[config.mk]
export PLATFORM = sky130hd
export DESIGN_NAME = xor_share_arb
export DESIGN_NICKNAME = d
export VERILOG_FILES = /design/src/rtl/ece555_pkg.sv /design/src/rtl/xor_share_arb_cell.sv /design/src/rtl/xor_share_arb.sv
export SDC_FILE = /design/constraint.sdc
export NUM_CORES = 1
export LEC_CHECK = 0
export BUFFER_PORTS_ARGS = -buffer_cell sky130_fd_sc_hd__buf_2
export CAP_MARGIN = 40
export CORE_MARGIN = 1
export CORE_UTILIZATION = 25
export DETAILED_ROUTE_END_ITERATION = 8
export SLEW_MARGIN = 20
export SYNTH_ARGS = -nofsm -noshare
export SYNTH_HDL_FRONTEND = slang
export SYNTH_SLANG_ARGS = --single-unit
[constraint.sdc]
create_clock -name CLK -period 2.8 [get_ports CLK]
set_clock_uncertainty 0.1 [all_clocks]
set_input_delay 0.56 -clock CLK [delete_from_list [all_inputs] [get_ports CLK]]
set_output_delay 0.56 -clock CLK [all_outputs]
set_load 0.05 [all_outputs]
[src/rtl/ece555_pkg.sv]
// Shared definitions for the ECE555 XOR-sharing arbiter: state encoding,
// default sizes and the one-hot / round-robin helpers used by the top.
package ece555_pkg;

  typedef enum logic [1:0] {
    IDLE  = 2'b00,
    SHIFT = 2'b01,
    FIN   = 2'b10
  } state_t;

  localparam int DEF_NREQ  = 4;
  localparam int DEF_WIDTH = 8;
  localparam int MAX_NREQ  = 8;

  function automatic logic [MAX_NREQ-1:0] onehotFromIdx(input logic [2:0] idx);
    logic [MAX_NREQ-1:0] one;
    one = 8'd1;
    return one << idx;
  endfunction

  // Lowest offset from ptr wins, so scan offsets high-to-low and let later hits overwrite.
  function automatic logic [2:0] rrPick(input logic [MAX_NREQ-1:0] req,
                                        input logic [2:0] ptr,
                                        input int nreq);
    logic [2:0] pick;
    int slot;
    pick = ptr;
    for (int off = MAX_NREQ - 1; off >= 0; off--) begin
      if (off < nreq) begin
        slot = (int'(ptr) + off) % nreq;
        if (req[slot[2:0]]) pick = slot[2:0];
      end
    end
    return pick;
  endfunction

endpackage

[src/rtl/xor_share_arb_cell.sv]
// The shared XOR library cell; purely combinational, one bit wide.
module xor_share_arb_cell (
  output logic OUT,
  input  logic A,
  input  logic B
);

  assign OUT = A ^ B;

endmodule

[src/rtl/xor_share_arb.sv]
// Round-robin arbiter that grants one requester at a time and streams its
// operands LSB-first through the single shared XOR cell.
module xor_share_arb
  import ece555_pkg::*;
#(
  parameter int NREQ  = DEF_NREQ,
  parameter int WIDTH = DEF_WIDTH,
  parameter int CW    = $clog2(WIDTH),
  parameter int PW    = $clog2(NREQ)
) (
  input  logic                  CLK,
  input  logic                  RST_N,
  input  logic [NREQ-1:0]       REQ,
  input  logic [NREQ*WIDTH-1:0] A_IN,
  input  logic [NREQ*WIDTH-1:0] B_IN,
  output logic [NREQ-1:0]       GNT,
  output logic [NREQ-1:0]       DONE,
  output logic [WIDTH-1:0]      RESULT,
  output logic                  BUSY
);

  state_t           r_state;
  logic [PW-1:0]    r_ptr;
  logic [CW-1:0]    r_count;
  logic [WIDTH-1:0] r_opA;
  logic [WIDTH-1:0] r_opB;

  logic [2:0]       w_pickIdx;
  logic [PW-1:0]    w_nextPtr;
  logic [WIDTH-1:0] w_pickA;
  logic [WIDTH-1:0] w_pickB;
  logic             w_aBit;
  logic             w_bBit;
  logic             w_xorBit;

  assign w_pickIdx = rrPick(8'(REQ), 3'(r_ptr), NREQ);
  assign w_nextPtr = (int'(w_pickIdx) == NREQ - 1) ? '0 : PW'(w_pickIdx + 3'd1);
  assign w_pickA   = A_IN[int'(w_pickIdx)*WIDTH +: WIDTH];
  assign w_pickB   = B_IN[int'(w_pickIdx)*WIDTH +: WIDTH];

  assign w_aBit = r_opA[r_count];
  assign w_bBit = r_opB[r_count];

  xor_share_arb_cell U_XOR (
    .OUT (w_xorBit),
    .A   (w_aBit),
    .B   (w_bBit)
  );

  // Sequencer: grant, WIDTH serial shifts, one FIN cycle carrying DONE, then a forced IDLE cycle.
  always_ff @(posedge CLK or negedge RST_N) begin
    if (!RST_N) begin
      r_state <= IDLE;
      r_ptr   <= '0;
      r_count <= '0;
      r_opA   <= '0;
      r_opB   <= '0;
      GNT     <= '0;
      DONE    <= '0;
      RESULT  <= '0;
      BUSY    <= 1'b0;
    end else begin
      case (r_state)
        IDLE: begin
          if (|REQ) begin
            GNT     <= NREQ'(onehotFromIdx(w_pickIdx));
            r_opA   <= w_pickA;
            r_opB   <= w_pickB;
            r_count <= '0;
            r_ptr   <= w_nextPtr;
            BUSY    <= 1'b1;
            r_state <= SHIFT;
          end
        end
        SHIFT: begin
          RESULT  <= {w_xorBit, RESULT[WIDTH-1:1]};
          r_count <= r_count + CW'(1);
          if (r_count == CW'(WIDTH - 1)) begin
            DONE    <= GNT;
            r_state <= FIN;
          end
        end
        FIN: begin
          DONE    <= '0;
          GNT     <= '0;
          BUSY    <= 1'b0;
          r_state <= IDLE;
        end
        default: r_state <= IDLE;
      endcase
    end
  end

endmodule

Word-level counts from Yosys, hierarchy flattened --
Cells that the tools add are included.
Word-level totals: bits of input ports 70, register bits 40, output and inout port bits 17, logic and storage cells 73
Cells by class: bitwise logic cells 4, equal/unequal tests 6, shifts and indexed selects 3, add/sub/neg operators 5, mux-type cells 28, reductions and logical operators 13, magnitude comparators 5
Operators by type and width (count):
- 32-bit by 7-bit indexed part select with 8-bit output | 2
- 3-bit by 4-bit less-than comparator with 1-bit output (second input constant) | 4
- 4-bit one-hot mux with 2 select lines | 2
- 1-bit binary-select mux with 3-bit select | 5
- 3-bit 2-to-1 mux | 5
- 2-bit AND reduction | 5
- 4-bit 2-to-1 mux | 2
- 1-bit 2-to-1 mux | 7
- 3-bit equality test (second input constant) | 2
- 2-bit 2-to-1 mux | 3
- 3-bit one-hot mux with 2 select lines | 1
- 2-bit nonzero test | 3
- 2-bit OR reduction | 3
- 2-bit by 1-bit adder with 2-bit output (second input constant) | 2
- 2-bit adder (second input constant) | 2
- 2-bit by 4-bit less-than comparator with 1-bit output (second input constant) | 1
- 2-bit inequality test (second input constant) | 2
- 2-bit one-hot mux with 2 select lines | 1
- 4-bit OR reduction | 1
- 1-bit by 3-bit left shift with 4-bit output (first input constant) | 1
- 3-bit by 1-bit adder with 3-bit output (second input constant) | 1
- 1-bit bitwise AND (first input constant) | 3
- 1-bit binary-select mux with 2-bit select | 1
- 2-bit by 1-bit equality test with 1-bit output (second input constant) | 1
- 4 further kinds | 4

Logic depth before layout (Yosys ltp) --
Gate-level depths: netlist of the first run.
depth in word-level cells 12, depth in mapped cells 8, gate-level depth less buffers 6

Hierarchy --
A second synthesis of the first run with hierarchy kept.
Unflattened totals: cell total of the unflattened synthesis 255, area, all modules 2497.4 um^2
Modules (own cells, without submodules):
- xor_share_arb | sequential area each 1001.0 um^2, instances 1, cells each 254, area each 2488.6 um^2
- xor_share_arb_cell | sequential area each 0.0 um^2, instances 1, cells each 1, area each 8.8 um^2

Worst setup path before layout of the first run --
Ideal clock, no wire load.
path type input to register, from input REQ[2], to register r_ptr[1], library setup time 117 ps, required time 2583 ps, buffers on the path 2, arrival 1782 ps, cell stages on the path 8, slack 801 ps, path through nor2_1 > a211o_1 > and3_1 > buf_6 > clkbuf_8 > ha_1 > nand2_1 > nand2_1
On the way: cells in the longest elaborated chain, start to end 8, elaborated cells between the ends (all ways) 17, those cells by class add/sub (1); eq/ne (1); mux (13); reduce/logical (2)
RTL lines:
- start: declaration | line xor_share_arb.sv:13 | input logic [NREQ-1:0] REQ,
- 1-bit binary-select mux with 3-bit select | line ece555_pkg.sv:31 | if (req[slot[2:0]]) pick = slot[2:0];
- 1-bit 2-to-1 mux (not written as such) | line ece555_pkg.sv:31
- 3-bit 2-to-1 mux (3 in a row) | line ece555_pkg.sv:31
- 3-bit 2-to-1 mux (*) | line ece555_pkg.sv:31
- 2-bit by 1-bit adder with 2-bit output or 3-bit equality test (tied branches) | line xor_share_arb.sv:37 | assign w_nextPtr = (int'(w_pickIdx) == NREQ - 1) ? '0 : PW'(w_pickIdx + 3'd1);
- 2-bit 2-to-1 mux (*) | line xor_share_arb.sv:37
- via w_nextPtr[1] | line xor_share_arb.sv:29 | logic [PW-1:0] w_nextPtr;
- end signal: assignment | line xor_share_arb.sv:70 | r_ptr <= w_nextPtr;
- end: declaration | line xor_share_arb.sv:23 | logic [PW-1:0] r_ptr;
The timed path passes the listed nets; every way through them passes the cells marked *. The select of a mux whose other input is x is not followed. A chain may end at the register's enable or synchronous reset.

Worst setup path after layout of the first run --
from register r_ptr[1], to register r_opB[7]
On the way: cells in the longest elaborated chain, start to end 10, elaborated cells between the ends (all ways) 22, those cells by class add/sub (3); shift (1); mux (12); bitwise (3); reduce/logical (3)
RTL lines:
- 2-bit adder | line ece555_pkg.sv:30 | slot = (int'(ptr) + off) % nreq;
- 2-bit OR reduction (no line)
- 1-bit bitwise AND (no line)
- 1-bit binary-select mux with 3-bit select | line ece555_pkg.sv:31
- 1-bit 2-to-1 mux (not written as such) | line ece555_pkg.sv:31
- 3-bit 2-to-1 mux (3 in a row) | line ece555_pkg.sv:31
- 3-bit 2-to-1 mux (*) | line ece555_pkg.sv:31
- 32-bit by 7-bit indexed part select with 8-bit output (*) | line xor_share_arb.sv:39 | assign w_pickB = B_IN[int'(w_pickIdx)*WIDTH +: WIDTH];
- end signal: assignment | line xor_share_arb.sv:68 | r_opB <= w_pickB;
- end: declaration | line xor_share_arb.sv:26 | logic [WIDTH-1:0] r_opB;
Every way passes the cells marked *; elsewhere a longest branch is shown, timed or not. The select of a mux whose other input is x is not followed.

==> flow_metrics.env, run 1 <==
export IMPL_die_x_um=102.1
export IMPL_synthArstFlopShare=1.000
export IMPL_clock_sinks=40
export IMPL_cpMaxStageDelayCell="dfrtp_1"
export IMPL_top_layer="met4"
export IMPL_reg2reg_from="r_ptr[1]"
export IMPL_area_delta_synth_final_pct=24.15
export IMPL_r2r_end="r_opB[7]"
export IMPL_synth_top_family_by_area="compound AO/OA/AOI/OAI gates"
export IMPL_hold_path_class="in -> async"
export IMPL_crit_start="r_ptr[1]"
export IMPL_synth_seq_area_share=0.3992
export IMPL_cts_root_buf="clkbuf_8"
export IMPL_ys_seq_elements=40
export IMPL_htreeDepth=2
export IMPL_cpPeakStageDelay_ns=0.56
export IMPL_crit_buf_inv=0
export IMPL_wl_per_cell_um=12.30
export IMPL_cp_end_kind="register"
export IMPL_synth_xor_area_frac=0.02794
export IMPL_rr_worst_depth=5
export IMPL_max_freq_ghz=0.4918
export IMPL_irDropWorstVdd_v=0.0003057
export IMPL_cts_setup_buffers=0
export IMPL_gr_total_overflow=0
export IMPL_synth_compound_gate_area_share=0.2405
export IMPL_p_total_mw=3.152
export IMPL_dpl_hpwl_um=4595
export IMPL_syn_area_um2=2507
export IMPL_cp_depth=5
export IMPL_netlist_instances=257
export IMPL_grt_pass1_wl_um=9660
export IMPL_synth_top_cell_by_area="dfrtp_1"
export IMPL_start_util=0.2577
export IMPL_vias=2135
export IMPL_maxCapViolations=0
export IMPL_power_leakage_nw=1.492
export IMPL_synth_ff_type="dfrtp_1"
export IMPL_critical_path_max_fanout=16
export IMPL_cts_resized=0
export IMPL_dr_wl_met2_um=2570
export IMPL_grt_total_usage=0.1185
export IMPL_worstPathCellList="nor2_2 > a221o_1 > o221ai_4 > a211oi_1 > a211oi_2"
export IMPL_clock_latency_ns=0.28
export IMPL_die_height_um=102.1
export IMPL_syn_nets=330
export IMPL_row_count=36
export IMPL_worst_ep_required_time_ns=2.90
export IMPL_setup_violations=0
export IMPL_netlist_area_leader_share=0.3992
export IMPL_synth_area_leaders="dfrtp_1 (40%), a211oi_2 (7.0%), mux2i_1 (6.4%)"
export IMPL_drtAntennaViolNets=0
export IMPL_period_needed_ns=2.033
export IMPL_tightest_slew_ns=0.6832
export IMPL_maxSlewViolCount=0
export IMPL_r2r_setup_slack_ns=0.77
export IMPL_gp_congestion=0.8193
export IMPL_finalSetupTns_ns=0
export IMPL_critical_path_top_delay_family="compound AO/OA/AOI/OAI gates"
export IMPL_vias_per_cell=4.485
export IMPL_crit_path_end="r_opB[7]"
export IMPL_status="complete, no violations"
export IMPL_dr_wl_met3_um=308
export IMPL_postLayoutCoreUtil=0.3200
export IMPL_yosysWarnings=0
export IMPL_cts_tree="built"
export IMPL_synth_edff_count=0
export IMPL_num_antenna_cells=0
export IMPL_cts_made_buffers=5
export IMPL_ctsHoldBuffers=0
export IMPL_dieArea_um2=10430
export IMPL_final_nets=416
export IMPL_grt_max_degree=30
export IMPL_grt_pass1_vias=1947
export IMPL_port_buffers=86
export IMPL_cp_start_kind="register"
export IMPL_avgSynthCellArea_um2=9.756
export IMPL_relSlewSlack=0.5428
export IMPL_powerDensity_nw_per_um2=1012
export IMPL_ios=87
export IMPL_crit_arrival_ns=2.13
export IMPL_clkTransAtPathRegs_ns=0.07
export IMPL_drt_wl_total_um=5857
export IMPL_drt_pre_antenna_iters=6
export IMPL_coreArea_um2=9729
export IMPL_rsz0062_at_grt="false"
export IMPL_drt_iter0_markers=49
export IMPL_synthMuxAreaShare=0.08184
export IMPL_crit_type="reg -> reg"
export IMPL_antenna_found_initial=0
export IMPL_hold_viol=0
export IMPL_drive_gt1_frac=0.3586
export IMPL_clk_path_buf_depth=2
export IMPL_synth_fa_ha_area_frac=0.01497
export IMPL_synth_simple_area_share=0.1512
export IMPL_yosysUniqueCellTypes=41
export IMPL_fin_crit_sh=0.7262
export IMPL_wirelength_met1_um=2945
export IMPL_drc=0
## Yosys cell counts (2+ instances only)
master / number
a211oi_1: 18
a211oi_2: 14
a21oi_1: 6
a22o_1: 2
a31oi_1: 16
buf_12: 3
buf_2: 2
clkbuf_1: 3
dfrtp_1: 40
dlygate4sd1_1: 3
ha_1: 3
inv_1: 17
mux2i_1: 16
mux4_2: 2
nand2_1: 42
nand3_1: 4
nand3b_1: 2
nor2_1: 25
nor2b_1: 4
o21ai_0: 8
xnor2_1: 4
xor2_1: 4
## placed cells by master (no fill, tap or decap), types with 2 or more instances in the layout
master	netlist	routed
a31oi_1	16	16
o21ai_0	8	8
a211oi_2	14	14
ha_1	3	3
nand2_1	42	42
mux4_2	2	2
xnor2_1	4	4
a21oi_1	6	6
buf_12	3	2
nor2_1	25	25
mux2i_1	16	16
nor2b_1	4	4
a22o_1	2	2
a211oi_1	18	18
inv_1	17	17
buf_4	0	5
clkbuf_8	1	5
xor2_1	4	4
buf_2	2	86
nand3b_1	2	2
dfrtp_1	40	40
nand3_1	4	4
## final cells by class
| type | count | area, um2 |
|---|---|---|
| fill | 1057 | 6616 |
| multi-input combinational | 186 | 1296 |
| sequential | 40 | 1001 |
| timing repair buffer | 93 | 508.0 |
| tap | 133 | 166.4 |
| clock buffer | 6 | 72.57 |
| inverter | 17 | 63.81 |
| clock inverter | 1 | 5.005 |
## metal layers
layer / up-vias / track usage
met4: 0 / 0.02967
met3: 2 / 0.02668
li1: 1084 / -
met2: 80 / 0.1807
met1: 969 / 0.1690
met5: - / 0
## registers in the layout, indices dropped and copies added, names as in the netlist, 2 cells and up
register / count
DONE: 4
GNT: 4
RESULT: 8
r_count: 3
r_opA: 8
r_opB: 8
r_ptr: 2
r_state: 2
## logic make-up (layout without fill, tap and decap cells)
logic type,count (synthesis),count (layout)
simple gates,85,85
compound gates,72,72
flops,40,40
buf+inv,31,117
mux,18,18
xor+xnor,8,8
fa+ha+maj,3,3
## where the power goes
part / leakage [nW] / switching [mW] / total [mW] / internal, mW
clock: 0.0410 / 0.185 / 0.354 / 0.169
sequential: 0.478 / 0.227 / 1.07 / 0.838
combinational: 0.972 / 1.07 / 1.73 / 0.664
total: 1.49 / 1.48 / 3.15 / 1.67
## per-stage QoR
step                      worst slack, ns  cell area [um2]  instances  hold slack, ns
after floorplan                    0.8010             2507        257          0.1644
after global placement             0.6274             3015        468          0.3539
after detailed placement           0.5742             3035        469          0.3602
after CTS                          0.7627             3113        476         0.04859
after global routing               0.6025             3113        476         0.06690
final                              0.7666             3113        476         0.05576
## how the worst min path moves through the flow
stage / cells past startpoint / slack, ns / end / start
after floorplan: 0 / 0.16 / BUSY / RST_N
after CTS: 1 / 0.05 / RESULT[1] / RST_N
after detailed placement: 2 / 0.36 / BUSY / BUSY
after global placement: 2 / 0.35 / RESULT[0] / RESULT[0]
after global routing: 1 / 0.07 / RESULT[1] / RST_N
final: 1 / 0.06 / DONE[3] / RST_N
## worst reg2reg max path, stage by stage, from the launching register on
cell      delay [ns]
dfrtp_1         0.56
nor2_2          0.09
a221o_1         0.36
o221ai_4        0.48
a211oi_1        0.14
a211oi_2        0.22
No activity file was read; power rests on OpenSTA's default activity.
==> run 2: changes to the inputs <==
- clock period: 2.8 -> 2.1 ns (I/O delays scaled with it)
==> flow_metrics.env, run 2 (synthesized netlist as in run 1, its figures left out) <==
export IMPL_p_total_mw=4.295
export IMPL_maxCapViolations=0
export IMPL_clk_path_buf_depth=2
export IMPL_coreArea_um2=9729
export IMPL_num_antenna_cells=0
export IMPL_final_common_cell="buf_2"
export IMPL_crit_arrival_ns=2.00
export IMPL_gp_congestion=0.7898
export IMPL_clkTransAtPathRegs_ns=0.08
export IMPL_irDropWorstVdd_v=0.0003835
export IMPL_crit_type="reg -> reg"
export IMPL_area_delta_synth_final_pct=25.65
export IMPL_wl_per_cell_um=12.49
export IMPL_die_x_um=102.1
export IMPL_cts_tree="built"
export IMPL_tightest_slew_ns=0.7137
export IMPL_cp_start_kind="register"
export IMPL_cpPeakStageDelay_ns=0.48
export IMPL_r2r_end="r_opA[0]"
export IMPL_top_regs="RESULT x8, r_opA x8, r_opB x8"
export IMPL_dpl_hpwl_um=4609
export IMPL_drt_wl_total_um=6020
export IMPL_cpMaxStageDelayCell="o221ai_4"
export IMPL_whs_ns=0.08113
export IMPL_clock_sinks=40
export IMPL_critical_path_max_fanout=16
export IMPL_rr_worst_depth=5
export IMPL_ios=87
export IMPL_port_buffers=86
export IMPL_final_cell_mix="buf_2 (86), nand2_1 (42), dfrtp_1 (40)"
export IMPL_maxSlewViolCount=0
export IMPL_grt_pass1_vias=2047
export IMPL_cp_end_kind="register"
export IMPL_status="complete, no violations"
export IMPL_cts_setup_buffers=0
export IMPL_fin_crit_sh=0.9082
export IMPL_cts_made_buffers=5
export IMPL_grt_max_degree=41
export IMPL_cts_resized=0
export IMPL_drt_pre_antenna_iters=6
export IMPL_start_util=0.2577
export IMPL_cts_root_buf="clkbuf_8"
export IMPL_r2r_setup_slack_ns=0.19
export IMPL_rsz0062_at_grt="false"
export IMPL_fillCellCount=1072
export IMPL_antenna_found_initial=0
export IMPL_dieArea_um2=10430
export IMPL_grt_pass1_wl_um=9984
export IMPL_worstPathCellList="nor2_2 > a221o_1 > o221ai_4 > a211oi_1 > a211oi_1"
export IMPL_reg2reg_from="r_ptr[1]"
export IMPL_drtAntennaViolNets=0
export IMPL_clock_latency_ns=0.29
export IMPL_final_area_um2=3151
export IMPL_grt_total_usage=0.1225
export IMPL_htreeDepth=2
export IMPL_drt_iter0_markers=53
export IMPL_setup_violations=0
export IMPL_drc=0
export IMPL_period_needed_ns=1.907
export IMPL_path_common_cell="a211oi_1"
export IMPL_postPlaceCellArea_um2=3060
export IMPL_relSlewSlack=0.5225
export IMPL_vias=2170
export IMPL_row_count=36
export IMPL_drive_gt1_frac=0.3668
export IMPL_final_nets=421
export IMPL_hold_viol=0
export IMPL_max_freq_ghz=0.5244
export IMPL_vias_per_cell=4.502
export IMPL_hold_path_class="in -> async"
export IMPL_gr_total_overflow=0
export IMPL_ctsHoldBuffers=0
export IMPL_powerDensity_nw_per_um2=1363
export IMPL_power_leakage_nw=1.516
export IMPL_worst_ep_required_time_ns=2.19
export IMPL_die_height_um=102.1
run 2: per-layer routing:
metal  vias to the layer above  global-route usage  routed length (um)
li1                       1092                   -                   -
met1                       982              0.1652                2914
met2                        87              0.1957                2630
met3                         9             0.02873                 404
met4                         0             0.03516                  70
met5                         -                   0                   0
run 2: worst max-delay path by stage:
stage                        start        to  slack (ns)  cells past startpoint
final                     r_ptr[1]  r_opA[0]        0.19                      5
after global routing      r_ptr[0]  r_opA[0]       0.009                      5
after CTS                 r_ptr[1]  r_opA[0]        0.18                      5
after detailed placement    REQ[2]  r_opA[0]       -0.02                      6
after global placement      REQ[2]  r_opA[2]        0.08                      6
after floorplan             REQ[2]  r_ptr[1]        0.24                      8
run 2: final cells by class:
cell class / instances / area, um2 / share of cell area
multi-input cells: 186 / 1296 / 0.4114
clock buffers: 8 / 90.09 / 0.02859
well taps: 133 / 166.4 / 0.05282
repair buffers: 98 / 533.0 / 0.1692
flip-flops and latches: 40 / 1001 / 0.3177
inverters: 17 / 63.81 / 0.02025
run 2: where the power goes:
group          switching (mW)  internal [mW]
logic                    1.46          0.915
clock network           0.262          0.268
registers               0.276           1.12
run 2: worst max-delay path, delay by kind of cell (launching register included):
kind	cells	cell delay, ns
AO/OA/AOI/OAI	4	1.20
flip-flops	1	0.44
AND/OR/NAND/NOR	1	0.06
run 2: stage by stage:
step / utilization / std cells / setup TNS [ns] / setup slack (ns)
finish: 0.3238 / 482 / 0 / 0.1929
global route: 0.3238 / 482 / 0 / 0.008553
CTS: 0.3238 / 482 / 0 / 0.1814
detailed placement: 0.3146 / 474 / -0.02342 / -0.01922
global placement: 0.3146 / 474 / 0 / 0.07780
floorplan: - / 257 / 0 / 0.2410
==> run 3: changes to the inputs <==
- GPL_TIMING_DRIVEN: unset -> 0
==> flow_metrics.env, run 3 (synthesized netlist as in run 1, its figures left out) <==
export IMPL_worst_ep_required_time_ns=2.17
export IMPL_cpMaxStageDelayCell="dfrtp_1"
export IMPL_relSlewSlack=0.5689
export IMPL_die_x_um=102.1
export IMPL_dpl_hpwl_um=4906
export IMPL_gp_congestion=0.7550
export IMPL_grt_max_degree=30
export IMPL_vias_per_cell=4.469
export IMPL_drive_gt1_frac=0.3768
export IMPL_fin_crit_sh=0.9400
export IMPL_maxSlewViolCount=0
export IMPL_num_antenna_cells=0
export IMPL_htreeDepth=2
export IMPL_postLayoutCoreUtil=0.3365
export IMPL_drtAntennaViolNets=0
export IMPL_hold_path_class="reg -> reg"
export IMPL_cts_setup_buffers=0
export IMPL_final_common_cell="buf_2"
export IMPL_cpPeakStageDelay_ns=0.55
export IMPL_final_cell_mix="buf_2 (88), nand2_1 (42), dfrtp_1 (39)"
export IMPL_irDropWorstVdd_v=0.0005242
export IMPL_cp_end_kind="register"
export IMPL_r2r_setup_slack_ns=0.13
export IMPL_dieArea_um2=10430
export IMPL_clk_path_buf_depth=2
export IMPL_maxCapViolations=0
export IMPL_whs_ns=0.3737
export IMPL_max_freq_ghz=0.5066
export IMPL_drt_iter0_markers=50
export IMPL_area_delta_synth_final_pct=30.59
export IMPL_crit_arrival_ns=2.04
export IMPL_final_nets=425
export IMPL_vias=2172
export IMPL_drc=0
export IMPL_drt_wl_total_um=6129
export IMPL_worstPathCellList="o21bai_4 > and3_1 > buf_6 > buf_12 > mux2i_1 > a211oi_2"
export IMPL_setup_violations=0
export IMPL_power_leakage_nw=1.561
export IMPL_rsz0062_at_grt="false"
export IMPL_setup_slack_ns=0.1259
export IMPL_post_place_ws_ns=-0.1690
export IMPL_cts_made_buffers=5
export IMPL_critical_path_max_fanout=10
export IMPL_instances_no_fill=486
export IMPL_cp_start_kind="register"
export IMPL_start_util=0.2577
export IMPL_coreArea_um2=9729
export IMPL_place_inst=477
export IMPL_finalSetupTns_ns=0
export IMPL_port_buffers=86
export IMPL_seqCellArea_um2=1002
export IMPL_cts_root_buf="clkbuf_8"
export IMPL_clock_latency_ns=0.29
export IMPL_top_regs="RESULT x8, r_opA x8, r_opB x8"
export IMPL_crit_type="reg -> reg"
export IMPL_row_count=36
export IMPL_multiInputGateArea_um2=1311
export IMPL_status="complete, no violations"
export IMPL_fillCellCount=1044
export IMPL_clkTransAtPathRegs_ns=0.08
export IMPL_period_needed_ns=1.974
export IMPL_hold_viol=0
export IMPL_antenna_found_initial=0
export IMPL_gr_total_overflow=0
export IMPL_die_height_um=102.1
export IMPL_clock_sinks=40
export IMPL_grt_total_usage=0.1279
export IMPL_tightest_slew_ns=0.6443
export IMPL_grt_pass1_wl_um=10380
export IMPL_powerDensity_nw_per_um2=1393
export IMPL_ios=87
export IMPL_wl_per_cell_um=12.61
export IMPL_grt_pass1_vias=2177
export IMPL_drt_pre_antenna_iters=4
export IMPL_cts_tree="built"
## run 3: changes by cell type in the layout (fill, tap and decap cells not counted), sizes merged
cell,before,now
clkbuf,8,12
dlygate4sd3,0,1
buf,98,94
dlygate4sd1,0,2
bufinv,0,1
## run 3: stage by stage
step / instance area [um2] / power [mW]
detailed placement: 3124 / 3.913
finish: 3274 / 4.563
global route: 3274 / 4.932
floorplan: 2507 / 3.304
global placement: 3104 / 3.843
CTS: 3263 / 4.615
## run 3: area by class of cell
cell class / count / area share
inverters: 17 / 0.01949
clock buffers: 7 / 0.02942
flip-flops and latches: 40 / 0.3061
clock inverters: 1 / 0.009171
multi-input cells: 186 / 0.4005
plain buffers: 14 / 0.04394
well taps: 133 / 0.05082
repair buffers: 88 / 0.1406
## run 3: worst paths after layout
path	startpoint	endpoint	depth (start not counted)
min	RESULT[0]	RESULT[0]	2
max	r_ptr[1]	r_opA[5]	6
max reg2reg	r_ptr[1]	r_opA[5]	6
min in group asynchronous	RST_N	DONE[3]	2
min reg2reg	RESULT[0]	RESULT[0]	2
max in group asynchronous	RST_N	r_opB[1]	3
## run 3: routing by layer
layer  wire length [um]  track usage  up-vias
met3                348      0.02599        7
met2               2811       0.2199       77
met5                  0            0        -
met1               2909       0.1655      983
met4                 61      0.02747        0
li1                   -            -     1105
## run 3: critical path: cells and delay by family, from the launching register on
family	cells	cell delay [ns]
DFF	1	0.55
buffers and inverters	2	0.36
AOI/OAI and AO/OA	2	0.35
muxes	1	0.28
and+or+nand+nor	1	0.21
## run 3: report_power, final
group          internal, mW  leakage, nW  switching, mW
logic                 0.982         1.02           1.48
clock network         0.420       0.0645          0.270
registers              1.12        0.477          0.291
## run 3: what timing repair did
action,CTS,global route
endpoints found under the hold margin,11,0
hold buffers,1,0
pin swaps,0,0
gates resized for setup,1,6
setup endpoints to repair,1,8
